$ cat src/rtl/uart_pkg.sv
// Shared UART definitions: parity modes, oversampling ratio, receiver FSM
// encodings and small helpers used by the receiver and its bench.
package uart_pkg;

  localparam int PARITY_NONE = 0;
  localparam int PARITY_EVEN = 1;
  localparam int PARITY_ODD  = 2;

  localparam int OSR = 16;

  localparam logic [2:0] ST_IDLE   = 3'd0;
  localparam logic [2:0] ST_START  = 3'd1;
  localparam logic [2:0] ST_DATA   = 3'd2;
  localparam logic [2:0] ST_PARITY = 3'd3;
  localparam logic [2:0] ST_STOP   = 3'd4;

  function automatic int uart_div(input int clkfrq, input int baud);
    return clkfrq / (baud * OSR);
  endfunction

  function automatic logic maj3(input logic [2:0] s);
    return (s[0] & s[1]) | (s[0] & s[2]) | (s[1] & s[2]);
  endfunction

endpackage

$ cat src/rtl/uart_fifo.sv
// First-word fall-through FIFO; the head entry is always visible on o_rdata.
// Pointers carry one extra wrap bit so full and empty are distinguishable.
module uart_fifo #(
  parameter int WIDTH = 8,
  parameter int DEPTH = 4
) (
  input  logic             clk,
  input  logic             rst_n,
  input  logic             i_push,
  input  logic [WIDTH-1:0] i_wdata,
  input  logic             i_pop,
  output logic [WIDTH-1:0] o_rdata,
  output logic             o_full,
  output logic             o_empty
);

  localparam int AW = $clog2(DEPTH);

  logic [AW:0]      r_wr_ptr;
  logic [AW:0]      r_rd_ptr;
  logic [WIDTH-1:0] r_mem [DEPTH];
  logic             w_wr_en;
  logic             w_rd_en;

  assign o_empty = (r_wr_ptr == r_rd_ptr);
  assign o_full  = (r_wr_ptr[AW] != r_rd_ptr[AW]) &&
                   (r_wr_ptr[AW-1:0] == r_rd_ptr[AW-1:0]);

  // A pop in the same cycle frees the slot, so a push into a full FIFO still lands.
  assign w_wr_en = i_push && (!o_full || i_pop);
  assign w_rd_en = i_pop && !o_empty;

  assign o_rdata = r_mem[r_rd_ptr[AW-1:0]];

  always_ff @(posedge clk or negedge rst_n) begin
    if (!rst_n) begin
      r_wr_ptr <= '0;
      r_rd_ptr <= '0;
      for (int i = 0; i < DEPTH; i++) begin
        r_mem[i] <= '0;
      end
    end else begin
      if (w_wr_en) begin
        r_mem[r_wr_ptr[AW-1:0]] <= i_wdata;
        r_wr_ptr                <= r_wr_ptr + (AW+1)'(1);
      end
      if (w_rd_en) begin
        r_rd_ptr <= r_rd_ptr + (AW+1)'(1);
      end
    end
  end

endmodule

$ cat src/rtl/uart_rx_oversampled.sv
// 16x oversampled UART receiver with mid-bit majority vote, false-start
// rejection, parity/framing/break reporting and an output FIFO.
module uart_rx_oversampled
  import uart_pkg::*;
#(
  parameter int CLKFRQ    = 100000000,
  parameter int BAUDRATE  = 9600,
  parameter int DATA_BITS = 8,
  parameter int PARITY    = 0,
  parameter int STOP_BITS = 1,
  parameter int DEPTH     = 4
) (
  input  logic                 clk,
  input  logic                 reset,
  input  logic                 rx,
  output logic [DATA_BITS-1:0] data,
  output logic                 parity_err,
  output logic                 frame_err,
  output logic                 break_det,
  output logic                 valid,
  input  logic                 ready,
  output logic                 overrun,
  input  logic                 clr_overrun,
  output logic [2:0]           dbg_state
);

  localparam int DIV   = uart_div(CLKFRQ, BAUDRATE);
  localparam int DIV_W = (DIV < 2) ? 1 : $clog2(DIV);
  localparam int ENT_W = DATA_BITS + 3;

  localparam logic [DIV_W-1:0] DIV_LAST   = DIV_W'(DIV - 1);
  localparam logic [3:0]       SAMP_FIRST = 4'(OSR / 2 - 1);
  localparam logic [3:0]       SAMP_LAST  = 4'(OSR / 2 + 1);
  localparam logic [3:0]       BIT_LAST   = 4'(DATA_BITS - 1);

  if (DIV < 2) begin : g_chk_div
    $error("uart_rx_oversampled: CLKFRQ/(BAUDRATE*16) must be at least 2");
  end
  if (DATA_BITS < 5 || DATA_BITS > 9) begin : g_chk_bits
    $error("uart_rx_oversampled: DATA_BITS must be 5..9");
  end
  if (PARITY < 0 || PARITY > 2) begin : g_chk_par
    $error("uart_rx_oversampled: PARITY must be 0, 1 or 2");
  end
  if (STOP_BITS != 1 && STOP_BITS != 2) begin : g_chk_stop
    $error("uart_rx_oversampled: STOP_BITS must be 1 or 2");
  end
  if (DEPTH < 2 || (DEPTH & (DEPTH - 1)) != 0) begin : g_chk_depth
    $error("uart_rx_oversampled: DEPTH must be a power of two >= 2");
  end

  logic             r_rx_meta;
  logic             r_rx_sync;
  logic             r_rx_prev;
  logic             w_fall;

  logic [2:0]       r_state;
  logic [DIV_W-1:0] r_div_cnt;
  logic [3:0]       r_tick_cnt;
  logic [3:0]       w_tick_nxt;
  logic             w_tick;
  logic             w_samp_en;
  logic             w_decide;
  logic [1:0]       r_samp;
  logic             w_bit;

  logic [DATA_BITS-1:0] r_shift;
  logic [3:0]           r_bit_cnt;
  logic                 r_stop_cnt;
  logic                 r_par_err;
  logic                 r_frm_err;
  logic                 w_par_exp;
  logic                 w_last_stop;
  logic                 w_frm_final;
  logic                 w_brk;

  logic             w_push;
  logic             w_pop;
  logic             w_full;
  logic             w_empty;
  logic             w_drop;
  logic [ENT_W-1:0] w_wdata;
  logic [ENT_W-1:0] w_rdata;
  logic             r_overrun;

  // Third flop only remembers the previous synchronised level for edge detection.
  always_ff @(posedge clk or negedge reset) begin
    if (!reset) begin
      r_rx_meta <= 1'b1;
      r_rx_sync <= 1'b1;
      r_rx_prev <= 1'b1;
    end else begin
      r_rx_meta <= rx;
      r_rx_sync <= r_rx_meta;
      r_rx_prev <= r_rx_sync;
    end
  end

  assign w_fall = r_rx_prev & ~r_rx_sync;

  assign w_tick     = (r_state != ST_IDLE) && (r_div_cnt == DIV_LAST);
  assign w_tick_nxt = r_tick_cnt + 4'd1;
  assign w_samp_en  = w_tick && (w_tick_nxt >= SAMP_FIRST) && (w_tick_nxt <= SAMP_LAST);
  assign w_decide   = w_tick && (w_tick_nxt == SAMP_LAST);

  always_ff @(posedge clk or negedge reset) begin
    if (!reset) begin
      r_div_cnt  <= '0;
      r_tick_cnt <= '0;
    end else if (r_state == ST_IDLE) begin
      r_div_cnt  <= '0;
      r_tick_cnt <= '0;
    end else if (w_tick) begin
      r_div_cnt  <= '0;
      r_tick_cnt <= w_tick_nxt;
    end else begin
      r_div_cnt  <= r_div_cnt + DIV_W'(1);
    end
  end

  // The first two mid-bit samples are held; the third is taken live at the decision tick.
  always_ff @(posedge clk or negedge reset) begin
    if (!reset) begin
      r_samp <= 2'b11;
    end else if (r_state == ST_IDLE) begin
      r_samp <= 2'b11;
    end else if (w_samp_en) begin
      r_samp <= {r_samp[0], r_rx_sync};
    end
  end

  assign w_bit = maj3({r_samp, r_rx_sync});

  assign w_par_exp   = (PARITY == PARITY_ODD) ? ~(^r_shift) : ^r_shift;
  assign w_last_stop = (STOP_BITS == 1) ? 1'b1 : r_stop_cnt;
  assign w_frm_final = r_frm_err | ~w_bit;
  assign w_brk       = w_frm_final && (r_shift == '0);

  always_ff @(posedge clk or negedge reset) begin
    if (!reset) begin
      r_state    <= ST_IDLE;
      r_shift    <= '0;
      r_bit_cnt  <= '0;
      r_stop_cnt <= 1'b0;
      r_par_err  <= 1'b0;
      r_frm_err  <= 1'b0;
    end else begin
      case (r_state)
        ST_IDLE: begin
          if (w_fall) begin
            r_state    <= ST_START;
            r_shift    <= '0;
            r_bit_cnt  <= '0;
            r_stop_cnt <= 1'b0;
            r_par_err  <= 1'b0;
            r_frm_err  <= 1'b0;
          end
        end
        ST_START: begin
          if (w_decide) begin
            r_state <= w_bit ? ST_IDLE : ST_DATA;
          end
        end
        ST_DATA: begin
          if (w_decide) begin
            r_shift   <= {w_bit, r_shift[DATA_BITS-1:1]};
            r_bit_cnt <= r_bit_cnt + 4'd1;
            if (r_bit_cnt == BIT_LAST) begin
              r_state <= (PARITY != PARITY_NONE) ? ST_PARITY : ST_STOP;
            end
          end
        end
        ST_PARITY: begin
          if (w_decide) begin
            r_par_err <= (w_bit != w_par_exp);
            r_state   <= ST_STOP;
          end
        end
        ST_STOP: begin
          // Leave at the last stop sample so a back-to-back start edge is not missed.
          if (w_decide) begin
            if (!w_bit) begin
              r_frm_err <= 1'b1;
            end
            r_stop_cnt <= 1'b1;
            if (w_last_stop) begin
              r_state <= ST_IDLE;
            end
          end
        end
        default: r_state <= ST_IDLE;
      endcase
    end
  end

  assign w_push  = (r_state == ST_STOP) && w_decide && w_last_stop;
  assign w_wdata = {r_shift, r_par_err, w_frm_final, w_brk};
  assign w_pop   = valid & ready;
  assign w_drop  = w_push & w_full & ~w_pop;

  uart_fifo #(
    .WIDTH (ENT_W),
    .DEPTH (DEPTH)
  ) u_fifo (
    .clk     (clk),
    .rst_n   (reset),
    .i_push  (w_push),
    .i_wdata (w_wdata),
    .i_pop   (w_pop),
    .o_rdata (w_rdata),
    .o_full  (w_full),
    .o_empty (w_empty)
  );

  // A drop in the same cycle as a clear keeps the flag set.
  always_ff @(posedge clk or negedge reset) begin
    if (!reset) begin
      r_overrun <= 1'b0;
    end else if (w_drop) begin
      r_overrun <= 1'b1;
    end else if (clr_overrun) begin
      r_overrun <= 1'b0;
    end
  end

  assign {data, parity_err, frame_err, break_det} = w_rdata;
  assign valid     = ~w_empty;
  assign overrun   = r_overrun;
  assign dbg_state = r_state;

endmodule

$ cat config.mk
export PLATFORM = sky130hd
export DESIGN_NAME = uart_rx_oversampled
export DESIGN_NICKNAME = d
export VERILOG_FILES = /design/src/rtl/uart_pkg.sv /design/src/rtl/uart_fifo.sv /design/src/rtl/uart_rx_oversampled.sv
export SDC_FILE = /design/constraint.sdc
export NUM_CORES = 1
export LEC_CHECK = 0
export ABC_CLOCK_PERIOD_IN_PS = 6720
export BUFFER_PORTS_ARGS = -buffer_cell sky130_fd_sc_hd__buf_4
export CORE_MARGIN = 2
export CORE_UTILIZATION = 52
export DETAILED_ROUTE_END_ITERATION = 16
export GPL_TIMING_DRIVEN = 0
export PLACE_DENSITY = 0.78
export SYNTH_ARGS = -nofsm -noshare
export SYNTH_HDL_FRONTEND = slang
export SYNTH_SLANG_ARGS = --single-unit
$ cat constraint.sdc
create_clock -name clk -period 6.72 [get_ports clk]
set_input_delay 0.672 -clock clk [delete_from_list [all_inputs] [get_ports clk]]
set_output_delay 0.672 -clock clk [all_outputs]
set_load 0.02 [all_outputs]
==> flow_summary.toml <==
[cells_and_area]
diodes = 0
area_growth_pct = 11.9
drive_gt1_share_pct = 32.2
fin_nets = 375

[cts]
ctsRootBufferMaster = "clkbuf_8"
htreeDepth = 3
cts_resized = 0
postCtsHoldBufs = 0
clock_path_buffers = 2
postCtsSetupRepairBufs = 0
cts_buffers = 9
numClockSinks = 87
cts_tree = "done"
clk-insertion-delay-late_ps = 360
clkTransAtPathRegs_ps = 80

[timing]
finalClockSkew_ps = 12.6
tns_ps = 0
setup_viol_count_final = 0
fmax_mhz = 332
period_share_pct = 44.8
post-route-min-period_ps = 3010
worst_pin_slew_ps = 1080
holdWs_ps = 358
rsz0062_at_grt = "no"
slew_headroom_pct = 28.0
drv_slew = 0
hold_violations = 0

[grt]
grt_max_degree = 88
track_usage_pct = 18.6
antenna_found_initial = 0
grt_pass1_wl_um = 12800
first_global_vias = 2632
overflow = 0

[synth]
ys_ff_latch = 87
postSynthAreaPerCell_um2 = 13.3
synthArstFlopShare_pct = 100
synthCells = 324
ys.flop_type = "dfrtp_1"
synth_edf_count = 0
yosysWarningCount = 0
yosysSeqAreaShare_pct = 50.7
netlist_area_um2 = 4310
syn_nets = 344
ys_types = 47

[worst_setup_path]
path_max_fanout = 10
crit_path_start_kind = "flop"
critPathTopFamily = "buffers and inverters"
rr_worst_depth = 8
cp.required_ps = 6050
crit_type = "flop to primary output"
cp-end-kind = "primary output"
cp_slowest_cell = "buf_1"
r2r_slack_ps = 4260
crit_path_cell_trace = "buf_1 -> mux4_2 -> buf_4"
r2r_start = "r_div_cnt[0]"
crit_path_start = "u_fifo.r_rd_ptr[0]"
arrival_ps = 2340
cp.buffers_inverters = 2
crit_path_end = "parity_err"
slowest_delay_ps = 710
r2r-end = "r_bit_cnt[0]"
cp.depth = 3

[detailed_routing]
wirelength_um = 7560
ant_nets = 0
routedWlPerCell_um = 16.3
route.detailed.drc = 0
routed_via_density = 5.42
vias = 2519
drtIter0Drc = 67
dr.pass1.iters = 5

[floorplan]
io_pins = 21
coreArea_um2 = 8130
die_w_um = 95.0
start_util_pct = 53.0
die_area_um2 = 9030
die_h_um = 95.0
core.rowCount = 33

[min_path]
min_path_type = "flop to flop"

[placement]
gp_congestion = 0.831
port_buffers = 20
post-dp-hpwl_um = 5060

[run_status]
status = "finished, final reports clean"

[flow_run]
max_cap_viol_count = 0

[pwr]
power.leakage_uw = 0.00234
peakVddDrop_v = 0.000206
powerDensity_nw_per_um2 = 215
-- stage by stage --
step	instance area, um2	total power (uW)	instances	util [%]	setup WS, ps
final	4820	1030	465	59.3	3710
after global routing	4820	1080	465	59.3	3530
after CTS	4820	1040	465	59.3	3590
after detailed placement	4590	629	449	56.4	3990
after global placement	4590	625	449	56.4	4030
after floorplan	4310	603	324	-	4430
-- cell usage in the layout (no fill, tap or decap), types with 3 or more instances in the layout --
master	n
ha_1	15
o21ai_0	4
nor3_1	7
dfrtp_1	82
nor2_1	25
mux2_2	7
xnor2_1	16
nand2_2	5
o22ai_1	3
clkbuf_1	3
or3_1	3
buf_4	20
nand3_1	9
nand2b_1	3
clkbuf_8	11
inv_1	19
nand2_1	11
dfstp_2	5
and3_1	4
mux2_4	39
a21oi_1	3
mux4_2	11
a22o_1	10
nor2b_1	4
xor2_1	6
buf_6	4
-- state kept, by name, indices dropped and copies added (netlist names), 3 cells and up --
signal,flops
dbg_state,3
r_bit_cnt,4
r_div_cnt,10
r_shift,8
r_tick_cnt,4
u_fifo.r_mem,44
u_fifo.r_rd_ptr,3
u_fifo.r_wr_ptr,3
-- report_power, final --
part           internal (uW)  switching, uW  total [uW]  leakage, uW
Clock                    229            189         418     0.000112
Sequential               540           19.4         559      0.00119
Combinational           21.7           35.8        57.6      0.00104
Total                    791            244        1030      0.00234
-- cell families (layout without fill, tap and decap cells) --
kind of cell | Yosys count | count (layout) | share of synthesized area (%)
AO/OA/AOI/OAI | 30 | 30 | 5.31
XOR/XNOR | 22 | 22 | 4.47
adder cells (fa/ha/maj) | 16 | 16 | 4.59
buffers and inverters | 28 | 64 | 3.16
flip-flops | 87 | 87 | 50.7
multiplexers | 59 | 59 | 21.6
AND/OR/NAND/NOR | 82 | 82 | 10.2
-- synth_stat cells (5+ instances only) --
| library cell | number | area [um2] |
|---|---|---|
| dfrtp_1 | 82 | 2050 |
| mux2_4 | 39 | 586 |
| nor2_1 | 25 | 93.8 |
| inv_1 | 19 | 71.3 |
| xnor2_1 | 16 | 140 |
| ha_1 | 15 | 188 |
| mux4_2 | 11 | 248 |
| nand2_1 | 11 | 41.3 |
| a22o_1 | 10 | 87.6 |
| nand3_1 | 9 | 45.0 |
| mux2_2 | 7 | 78.8 |
| nor3_1 | 7 | 35.0 |
| xor2_1 | 6 | 52.6 |
| dfstp_2 | 5 | 131 |
| nand2_2 | 5 | 31.3 |
-- area by class of cell --
| type | instances | area, um2 |
|---|---|---|
| fill | 618 | 3310 |
| sequential | 87 | 2180 |
| multi-input combinational | 209 | 1990 |
| clock buffer | 11 | 151 |
| timing repair buffer | 20 | 150 |
| tap | 105 | 131 |
| clock inverter | 5 | 80.1 |
| inverter | 19 | 71.3 |
| buffer | 9 | 65.1 |
-- routing by layer --
layer | vias up | share of wire [%] | track usage, %
li1 | 1204 | - | -
met1 | 1269 | 47 | 24.9
met2 | 39 | 49 | 29.6
met3 | 7 | 3.3 | 5.14
met4 | 0 | 1.1 | 6.28
met5 | - | 0 | 0
-- worst reg2reg max path, cell delays in order, from the launching register on --
cell	delay, ps
dfrtp_1	420
inv_1	70
ha_1	130
nand3b_1	100
nor3b_2	290
nand2_2	210
nor3_1	520
o21ai_2	270
mux2_2	330
-- how the worst min path moves through the flow --
stage                      to  slack, ps  cells past startpoint  startpoint
finish              r_rx_sync        360                      0   r_rx_meta
global route        r_rx_sync        370                      0   r_rx_meta
CTS                 r_rx_sync        360                      0   r_rx_meta
detailed placement  r_rx_sync        350                      0   r_rx_meta
global placement    r_rx_sync        350                      0   r_rx_meta
floorplan           r_rx_sync        350                      0   r_rx_meta
Power figures use the tool's default switching activity.
